==> src/rtl/mem_pkg.sv <==
// Shared encodings for the MEM stage: access sizes, FSM states, MEM/WB record.
// Pure declarations; no timing or flow-control behaviour of its own.
package mem_pkg;

    localparam logic [2:0] SZ_B  = 3'b000;
    localparam logic [2:0] SZ_H  = 3'b001;
    localparam logic [2:0] SZ_W  = 3'b010;
    localparam logic [2:0] SZ_BU = 3'b100;
    localparam logic [2:0] SZ_HU = 3'b101;

    localparam int TIMEOUT_CYC_DEF = 16;

    typedef enum logic [1:0] {
        IDLE = 2'd0,
        REQ  = 2'd1,
        RESP = 2'd2
    } state_e;

    typedef struct packed {
        logic [4:0]  rd;
        logic        regwrite;
        logic        memtoreg;
        logic [31:0] alu_rslt;
        logic [31:0] rdata;
    } memwb_t;

endpackage

==> src/rtl/lsu_align.sv <==
// Byte-lane steering for stores, misalignment detect, load shift and sign/zero extend.
// Purely combinational; no flow control.
module lsu_align
    import mem_pkg::*;
(
    input  logic [1:0]  addr_lo_i,
    input  logic [2:0]  size_i,
    input  logic [31:0] st_data_i,
    input  logic [31:0] ld_data_i,
    output logic [3:0]  be_o,
    output logic [31:0] st_data_o,
    output logic [31:0] ld_data_o,
    output logic        misalign_o
);

    logic [15:0] ld_sh;

    // Only the low 16 bits of the shifted word can ever reach a sub-word load.
    always_comb begin
        ld_sh = 16'h0000;
        case (addr_lo_i)
            2'd0:    ld_sh = ld_data_i[15:0];
            2'd1:    ld_sh = ld_data_i[23:8];
            2'd2:    ld_sh = ld_data_i[31:16];
            default: ld_sh = {8'h00, ld_data_i[31:24]};
        endcase
    end

    always_comb begin
        be_o       = 4'hF;
        st_data_o  = st_data_i;
        ld_data_o  = ld_data_i;
        misalign_o = 1'b0;
        case (size_i[1:0])
            2'b00: begin
                be_o       = 4'b0001 << addr_lo_i;
                st_data_o  = {4{st_data_i[7:0]}};
                ld_data_o  = size_i[2] ? {24'h000000, ld_sh[7:0]}
                                       : {{24{ld_sh[7]}}, ld_sh[7:0]};
            end
            2'b01: begin
                be_o       = 4'b0011 << addr_lo_i;
                st_data_o  = {2{st_data_i[15:0]}};
                ld_data_o  = size_i[2] ? {16'h0000, ld_sh}
                                       : {{16{ld_sh[15]}}, ld_sh};
                misalign_o = addr_lo_i[0];
            end
            default: begin
                misalign_o = |addr_lo_i;
            end
        endcase
    end

endmodule

==> src/rtl/mem_access.sv <==
// MEM pipeline stage: load/store over a req/gnt/rvalid bus, owns the MEM/WB register (latency 1 edge per completion).
// Holds upstream via stall_o while an access is outstanding; MEM/WB takes bubbles meanwhile.
module mem_access
    import mem_pkg::*;
#(
    parameter int TIMEOUT_CYC = TIMEOUT_CYC_DEF
) (
    input  logic        clk,
    input  logic        rst,
    input  logic [31:0] alu_rst_i,
    input  logic [31:0] mem_wdata_i,
    input  logic [4:0]  rd_i,
    input  logic        memread_i,
    input  logic        memwrite_i,
    input  logic        memtoreg_i,
    input  logic        regwrite_i,
    input  logic [2:0]  size_i,
    output logic        dmem_req_o,
    output logic        dmem_we_o,
    output logic [31:0] dmem_addr_o,
    output logic [3:0]  dmem_be_o,
    output logic [31:0] dmem_wdata_o,
    input  logic        dmem_gnt_i,
    input  logic        dmem_rvalid_i,
    input  logic [31:0] dmem_rdata_i,
    output logic        stall_o,
    output logic [4:0]  wb_rd_o,
    output logic        wb_regwrite_o,
    output logic        wb_memtoreg_o,
    output logic [31:0] wb_alu_rslt_o,
    output logic [31:0] wb_rdata_o,
    output logic        misalign_o,
    output logic        bus_err_o
);

    localparam logic [15:0] TO_LIM = 16'(TIMEOUT_CYC);
    localparam logic        TO_EN  = (TIMEOUT_CYC != 0);

    state_e      state_q, state_d;
    logic [15:0] cnt_q, cnt_d;
    memwb_t      wb_q, wb_d;

    logic        is_memop, is_store;
    logic        lane_misal;
    logic [3:0]  lane_be;
    logic [31:0] lane_wdata, ld_ext;
    logic        to_hit;
    logic        req, stall, misal_p, berr_p;
    memwb_t      op_wb;

    assign is_memop = memread_i | memwrite_i;
    assign is_store = memwrite_i;
    assign to_hit   = TO_EN && (cnt_q == TO_LIM);

    lsu_align u_align (
        .addr_lo_i  (alu_rst_i[1:0]),
        .size_i     (size_i),
        .st_data_i  (mem_wdata_i),
        .ld_data_i  (dmem_rdata_i),
        .be_o       (lane_be),
        .st_data_o  (lane_wdata),
        .ld_data_o  (ld_ext),
        .misalign_o (lane_misal)
    );

    always_comb begin
        state_d = state_q;
        wb_d    = '0;
        req     = 1'b0;
        stall   = 1'b0;
        misal_p = 1'b0;
        berr_p  = 1'b0;
        op_wb   = '{rd: rd_i, regwrite: regwrite_i, memtoreg: memtoreg_i,
                    alu_rslt: alu_rst_i, rdata: 32'h0};

        case (state_q)
            IDLE: begin
                if (!is_memop) begin
                    wb_d = op_wb;
                end else if (lane_misal) begin
                    misal_p = 1'b1;
                end else begin
                    req = 1'b1;
                    if (dmem_gnt_i && is_store) begin
                        wb_d = op_wb;
                    end else if (dmem_gnt_i) begin
                        state_d = RESP;
                        stall   = 1'b1;
                    end else begin
                        state_d = REQ;
                        stall   = 1'b1;
                    end
                end
            end
            REQ: begin
                if (to_hit) begin
                    berr_p  = 1'b1;
                    state_d = IDLE;
                end else begin
                    req = 1'b1;
                    if (dmem_gnt_i && is_store) begin
                        wb_d    = op_wb;
                        state_d = IDLE;
                    end else if (dmem_gnt_i) begin
                        state_d = RESP;
                        stall   = 1'b1;
                    end else begin
                        stall = 1'b1;
                    end
                end
            end
            RESP: begin
                // A response arriving in the timeout cycle still wins.
                if (dmem_rvalid_i) begin
                    wb_d       = op_wb;
                    wb_d.rdata = ld_ext;
                    state_d    = IDLE;
                end else if (to_hit) begin
                    berr_p  = 1'b1;
                    state_d = IDLE;
                end else begin
                    stall = 1'b1;
                end
            end
            default: begin
                state_d = IDLE;
            end
        endcase

        cnt_d = (state_q != IDLE && state_d != IDLE) ? cnt_q + 16'd1 : 16'd0;

        if (rst) begin
            req     = 1'b0;
            stall   = 1'b0;
            misal_p = 1'b0;
            berr_p  = 1'b0;
        end
    end

    always_ff @(posedge clk) begin
        if (rst) begin
            state_q <= IDLE;
            cnt_q   <= 16'd0;
            wb_q    <= '0;
        end else begin
            state_q <= state_d;
            cnt_q   <= cnt_d;
            wb_q    <= wb_d;
        end
    end

    assign dmem_req_o    = req;
    assign dmem_we_o     = req & is_store;
    assign dmem_addr_o   = req ? {alu_rst_i[31:2], 2'b00} : 32'h0;
    assign dmem_be_o     = req ? lane_be : 4'h0;
    assign dmem_wdata_o  = (req && is_store) ? lane_wdata : 32'h0;
    assign stall_o       = stall;
    assign misalign_o    = misal_p;
    assign bus_err_o     = berr_p;

    assign wb_rd_o       = wb_q.rd;
    assign wb_regwrite_o = wb_q.regwrite;
    assign wb_memtoreg_o = wb_q.memtoreg;
    assign wb_alu_rslt_o = wb_q.alu_rslt;
    assign wb_rdata_o    = wb_q.rdata;

endmodule

==> config.mk <==
export PLATFORM = sky130hd
export DESIGN_NAME = mem_access
export DESIGN_NICKNAME = d
export VERILOG_FILES = /design/src/rtl/mem_pkg.sv /design/src/rtl/lsu_align.sv /design/src/rtl/mem_access.sv
export SDC_FILE = /design/constraint.sdc
export NUM_CORES = 1
export LEC_CHECK = 0
export ABC_AREA = 1
export CORE_ASPECT_RATIO = 1.5
export CORE_UTILIZATION = 39
export DETAILED_ROUTE_END_ITERATION = 12
export PLACE_DENSITY = 0.82
export SYNTH_ARGS = -nofsm -noshare
export SYNTH_HDL_FRONTEND = slang
export SYNTH_SLANG_ARGS = --single-unit
==> constraint.sdc <==
create_clock -name clk -period 2.7 [get_ports clk]
set_clock_uncertainty 0.1 [all_clocks]
set_input_delay 0.54 -clock clk [delete_from_list [all_inputs] [get_ports clk]]
set_output_delay 0.54 -clock clk [all_outputs]
set_load 0.1 [all_outputs]
==> out/metrics.yaml, run 1 <==
ios: 256
finalHoldViolations: 0
synth_top_area_cell: "dfxtp_1"
power_density_mw_per_mm2: 514
cp.depth: 14
grt_max_degree: 40
path_delay_family: "simple AND/OR/NAND/NOR gates"
place_area_mm2: 0.00829
drc: 0
grt_overflow: 0
use_met1_pct: 30.1
p_leak_nw: 4.35
clock_path_buffers: 2
ys_seq_area_share_pct: 39.4
htree_levels: 3
die_h_um: 134
fin_hold_ws_ns: 0.480
cpPeakStageDelay_ns: 0.37
finalWirelength_um: 18000
cts_root_buf: "clkbuf_16"
report.final.setup_viol: 6
fill_cells: 729
timing.final.ws_setup_ns: -0.0469
cp_cell_sequence: "inv_1 -> nor2_1 -> nand2_1 -> nor2_1 -> nand2_1 -> nand2_2 -> nand2_2 -> nand2_4 -> clkinvlp_4 -> nand2_8 -> buf_12 -> buf_16 -> nor2_4 -> buf_12"
hold_path.class: "flop to flop"
cts_tree: "built"
routedWlPerCell_um: 15.8
synth-main-ff-cell: "dfxtp_1"
crit_buf_inv: 5
drive_above_1_share_pct: 33.4
status: "complete, but fails checks"
multiInputGateArea_mm2: 0.00246
place_hpwl_um: 13000
fp-row-count: 47
coreArea_mm2: 0.0112
postCtsHoldBufs: 0
grt_pass1_vias: 5385
post-route-min-period_ns: 2.75
synth_edf_count: 0
netlist_top_cells_count: "141 x nor2_1, 140 x inv_1, 89 x dfxtp_1, 80 x nand2_1, 56 x nand3_1"
maxCapViolations: 0
yosysMostFrequentCell: "nor2_1"
dr.pass1.iters: 7
syn_inst: 684
synth_top_area_share_pct: 39.4
synth_area_leaders: "dfxtp_1 39%, nor2_1 12%, inv_1 12%, nand2_1 6.6%, nand3_1 6.2%"
path_max_fanout: 6
cp-start-kind: "flop"
clock-sinks: 89
crit_path_end_kind: "output pin"
vias: 5626
post-place-ws_ns: -0.320
use_met2_pct: 54.3
synth.avg_cell_area_um2: 6.61
yosysWarningCount: 0
holdPathStages: 2
crit_arrival_ns: 2.11
drv_slew: 0
drtIter0Drc: 230
cts_buffers: 9
start_util_pct: 40.4
critPathRequiredTime_ns: 2.06
area_growth_syn_to_layout_pct: 100
use_met3_pct: 5.05
period_share_pct: 102
die_w_um: 89.9
die_area_mm2: 0.0120
fmax_mhz: 364
grt_util_all_layers_pct: 28.8
globalplace.congestion: 0.903
layout.nets: 1102
busiest_layer: "met2"
seq_area_mm2: 0.00181
synth_cell_types: 33
violations: "setup timing"
fin_cells: 1137
ir_drop_mv: 0.430
clock_latency_ns: 0.34
cp_slowest_cell: "dfxtp_4"
rsz0062_at_grt: "true"
synth_area_mm2: 0.00452
r2r_cells: 19
ant_nets: 0
port-buffer-count: 253
vias_per_cell: 4.95
final_area_mm2: 0.00904
async_flop_share_pct: 0
ys_seq_elements: 89
grt_pass1_wl_um: 27300
critical_path_class: "flop to output pin"
antenna_found_initial: 1
placed_cells: 1092
clkTransAtPathRegs_ns: 0.06
finalSetupTns_ns: -0.234
kinds of logic after synthesis:
logic type      Yosys count  synth area share, %
simple gates            311                 29.1
buf+inv                 175                 15.5
flops                    89                 39.4
compound gates           88                 11.6
xor+xnor                 14                 2.71
fa+ha+maj                 6                 1.66
other cells               1               0.0830
path summary, 6_finish.rpt:
kind                        from                  end  slack [ns]
min          cnt_q[7]$_SDFF_PP0_  cnt_q[7]$_SDFF_PP0_        0.48
max          cnt_q[4]$_SDFF_PP0_     dmem_wdata_o[13]       -0.05
max reg2reg  cnt_q[4]$_SDFF_PP0_  cnt_q[8]$_SDFF_PP0_        0.11
min reg2reg  cnt_q[7]$_SDFF_PP0_  cnt_q[7]$_SDFF_PP0_        0.48
what timing repair did:
item | in CTS | in global routing
pin swaps | 9 | 13
setup endpoints to repair | 68 | 69
cloned | 1 | 1
setup buffers | 25 | 5
gates resized for setup | 40 | 32
power by group:
part | switching, mW | internal (mW)
Sequential | 0.0181 | 1.35
Clock | 0.557 | 0.850
Combinational | 1.25 | 0.629
Total | 1.82 | 2.83
routing by layer:
metal	part of all wire [%]	vias up	wire, µm
met2	54	287	9630
met5	0	-	0
li1	-	2713	-
met1	35	2554	6370
met3	5.8	72	1050
met4	5.1	0	923
sequential cells by signal (all words and copies together) (netlist names):
register       flops
cnt_q             16
wb_rdata_o        32
wb_regwrite_o      1
wb_rd_o            5
wb_alu_rslt_o     32
wb_memtoreg_o      1
state_q            2
cell usage in the layout (no fill, tap or decap), types with 8 or more instances in the layout:
cell type          n
inv_1            133
buf_4            126
clkdlybuf4s50_1  105
nor2_1            91
dfxtp_1           78
buf_12            78
nand2_1           76
nand3_1           53
nor2_4            32
nor2_2            30
o21ai_0           28
a21oi_1           24
xor2_1            11
clkbuf_16         10
nand4_1            8
cell type report:
class                      count  share of cell area, %
timing repair buffer         320                   40.9
multi-input combinational    421                   27.2
sequential                    89                   20.0
inverter                     143                   6.10
clock buffer                  10                   2.64
tap                          147                   2.03
clock inverter                 6                   1.07
antenna                        1                 0.0277
stage by stage:
stage	power [mW]	util [%]
after global routing	4.80	81.0
after CTS	4.64	79.8
after global placement	3.20	74.2
final	4.65	81.0
after detailed placement	3.21	74.2
after floorplan	2.53	-
worst min-delay path, stage by stage (launching register included):
cell and delay [ns]:
dfxtp_4 0.38, xor2_1 0.09, nor2_2 0.09
(Power assumes the default switching activity.)
==> run 2, diff against run 1 <==
--- a/config.mk
+++ b/config.mk
@@ -9,6 +9,7 @@
 export CORE_ASPECT_RATIO = 1.5
 export CORE_UTILIZATION = 39
 export DETAILED_ROUTE_END_ITERATION = 12
+export MAX_ROUTING_LAYER = met4
 export PLACE_DENSITY = 0.82
 export SYNTH_ARGS = -nofsm -noshare
 export SYNTH_HDL_FRONTEND = slang
==> run 2 against run 1 <==
- the run still ends with setup timing left
- register-to-register slack is essentially flat
- flip-flop and latch count unchanged
- design area did not move
- fmax barely moved
- setup slack improved by 0.0025 ns
- utilization unchanged
- combinational power is essentially flat
- hold slack lost 0.0019 ns
- global-route usage rose by 0.90 points
- critical path depth did not move
- critical endpoint unchanged
- largest power group unchanged
==> out/metrics.yaml, run 2 (synthesized netlist as in run 1, its figures left out) <==
grt_util_all_layers_pct: 29.7  # was 28.8%
cts_root_buf: "clkbuf_16"  # unchanged
report.final.setup_viol: 6  # unchanged
postCtsHoldBufs: 0  # unchanged
clock_latency_ns: 0.34  # about the same
drc: 0  # unchanged
grt_pass1_vias: 5372  # was 5385
grt_pass1_wl_um: 27300  # about the same
routedWlPerCell_um: 15.8  # about the same
path_max_fanout: 6  # unchanged
crit_path_end_kind: "output pin"  # unchanged
fmax_mhz: 364  # about the same
top_layer: "met4"  # unchanged
start_util_pct: 40.4  # unchanged
cts_buffers: 9  # unchanged
fill_cells: 729  # unchanged
cp-start-kind: "flop"  # unchanged
place_hpwl_um: 13000  # unchanged
ios: 256  # unchanged
port-buffer-count: 253  # unchanged
finalWirelength_um: 18000  # about the same
post-route-min-period_ns: 2.74  # was 2.75 ns
die_w_um: 89.9  # unchanged
coreArea_mm2: 0.0112  # unchanged
area_growth_syn_to_layout_pct: 100  # unchanged
drive_above_1_share_pct: 33.4  # unchanged
final_cell_mix: "133 x inv_1, 126 x buf_4, 105 x clkdlybuf4s50_1"  # unchanged
crit_arrival_ns: 2.10  # was 2.11 ns
route.layer.met1.wl_um: 6370  # about the same
clock_path_buffers: 2  # unchanged
die_h_um: 134  # unchanged
fin_util_pct: 81.0  # unchanged
drv_slew: 0  # unchanged
period_share_pct: 102  # about the same
finalHoldViolations: 0  # unchanged
cts_tree: "built"  # unchanged
clkTransAtPathRegs_ns: 0.06  # about the same
critical_path_class: "flop to output pin"  # unchanged
ant_nets: 0  # unchanged
grt_overflow: 0  # unchanged
hold_path.class: "flop to flop"  # unchanged
violations: "setup timing"  # unchanged
antenna_found_initial: 1  # unchanged
die_area_mm2: 0.0120  # unchanged
fp-row-count: 47  # unchanged
vias: 5643  # was 5626
rsz0062_at_grt: "true"  # unchanged
timing.final.ws_setup_ns: -0.0444  # was -0.0469 ns
layout.nets: 1102  # unchanged
wl_met2_um: 9630  # about the same
post-place-ws_ns: -0.320  # unchanged
wl_met3_um: 1070  # was 1050 µm
p_leak_nw: 4.35  # unchanged
status: "complete, but fails checks"  # unchanged
globalplace.congestion: 0.918  # was 0.903
htree_levels: 3  # unchanged
finalPower_mw: 4.65  # about the same
clock-sinks: 89  # unchanged
grt_max_degree: 40  # unchanged
reg2reg_slack_ns: 0.12  # was 0.11 ns
drtIter0Drc: 272  # was 230
dr.pass1.iters: 7  # unchanged
vias_per_cell: 4.96  # was 4.95
maxCapViolations: 0  # unchanged
power_density_mw_per_mm2: 514  # about the same
final_common_cell: "inv_1"  # unchanged
critPathRequiredTime_ns: 2.06  # about the same
ir_drop_mv: 0.431  # was 0.430 mV
==> run 2: cell counts in the layout (fill, tap and decap cells not counted) <==
Identical to the previous run, type by type.
==> run 2: worst paths after layout <==
| path | startpoint | end | cells after the start |
|---|---|---|---|
| worst max-delay path | cnt_q[4]$_SDFF_PP0_ | dmem_wdata_o[13] | 14 |
| worst min-delay path | cnt_q[7]$_SDFF_PP0_ | cnt_q[7]$_SDFF_PP0_ | 2 |
| worst max register to register | cnt_q[4]$_SDFF_PP0_ | cnt_q[8]$_SDFF_PP0_ | 19 |
| worst min register to register | cnt_q[7]$_SDFF_PP0_ | cnt_q[7]$_SDFF_PP0_ | 2 |
==> run 2: where the power goes <==
group / total, mW / internal [mW] / switching (mW)
logic: 1.88 / 0.629 / 1.25
registers: 1.37 / 1.35 / 0.0183
clock network: 1.41 / 0.850 / 0.558
==> run 2: stage by stage <==
stage,hold slack [ns],cells,area (µm²),TNS (ns)
after global routing,0.512,1137,9040,-2.23
after CTS,0.415,1133,8920,-0.00221
after global placement,0.343,1092,8290,-14.02
after detailed placement,0.357,1092,8290,-16.65
final,0.478,1137,9040,-0.220
after floorplan,0.330,685,4850,-29.29
==> run 2: layout make-up <==
class / instances / area [µm²] / area share, %
antenna: 1 / 2.50 / 0.0277
multi-input combinational: 421 / 2460 / 27.2
inverter: 143 / 552 / 6.10
clock inverter: 6 / 96.3 / 1.07
clock buffer: 10 / 239 / 2.64
timing repair buffer: 320 / 3700 / 40.9
sequential: 89 / 1810 / 20.0
tap: 147 / 184 / 2.03
==> run 2: critical path, stage by stage (launching register included) <==
cell and delay (ns):
dfxtp_4 0.37, inv_1 0.06, nor2_1 0.11, nand2_1 0.06
nor2_1 0.08, nand2_1 0.10, nand2_2 0.08, nand2_2 0.07
nand2_4 0.08, clkinvlp_4 0.13, nand2_8 0.14, buf_12 0.12
buf_16 0.13, nor2_4 0.04, buf_12 0.17
==> run 2: per-layer routing <==
layer / up-vias / GRT usage [%]
met5: - / -
met4: 0 / 15.9
met3: 75 / 4.59
met2: 309 / 54.5
met1: 2545 / 30.4
li1: 2714 / -
==> run 2: what timing repair did <==
| item | 4_1_cts | 5_1_grt |
|---|---|---|
| pin swaps | 9 | 13 |
| setup buffers | 25 | 5 |
| cloned | 1 | 1 |
| endpoints found under the setup margin | 68 | 69 |
| gates resized for setup | 40 | 32 |
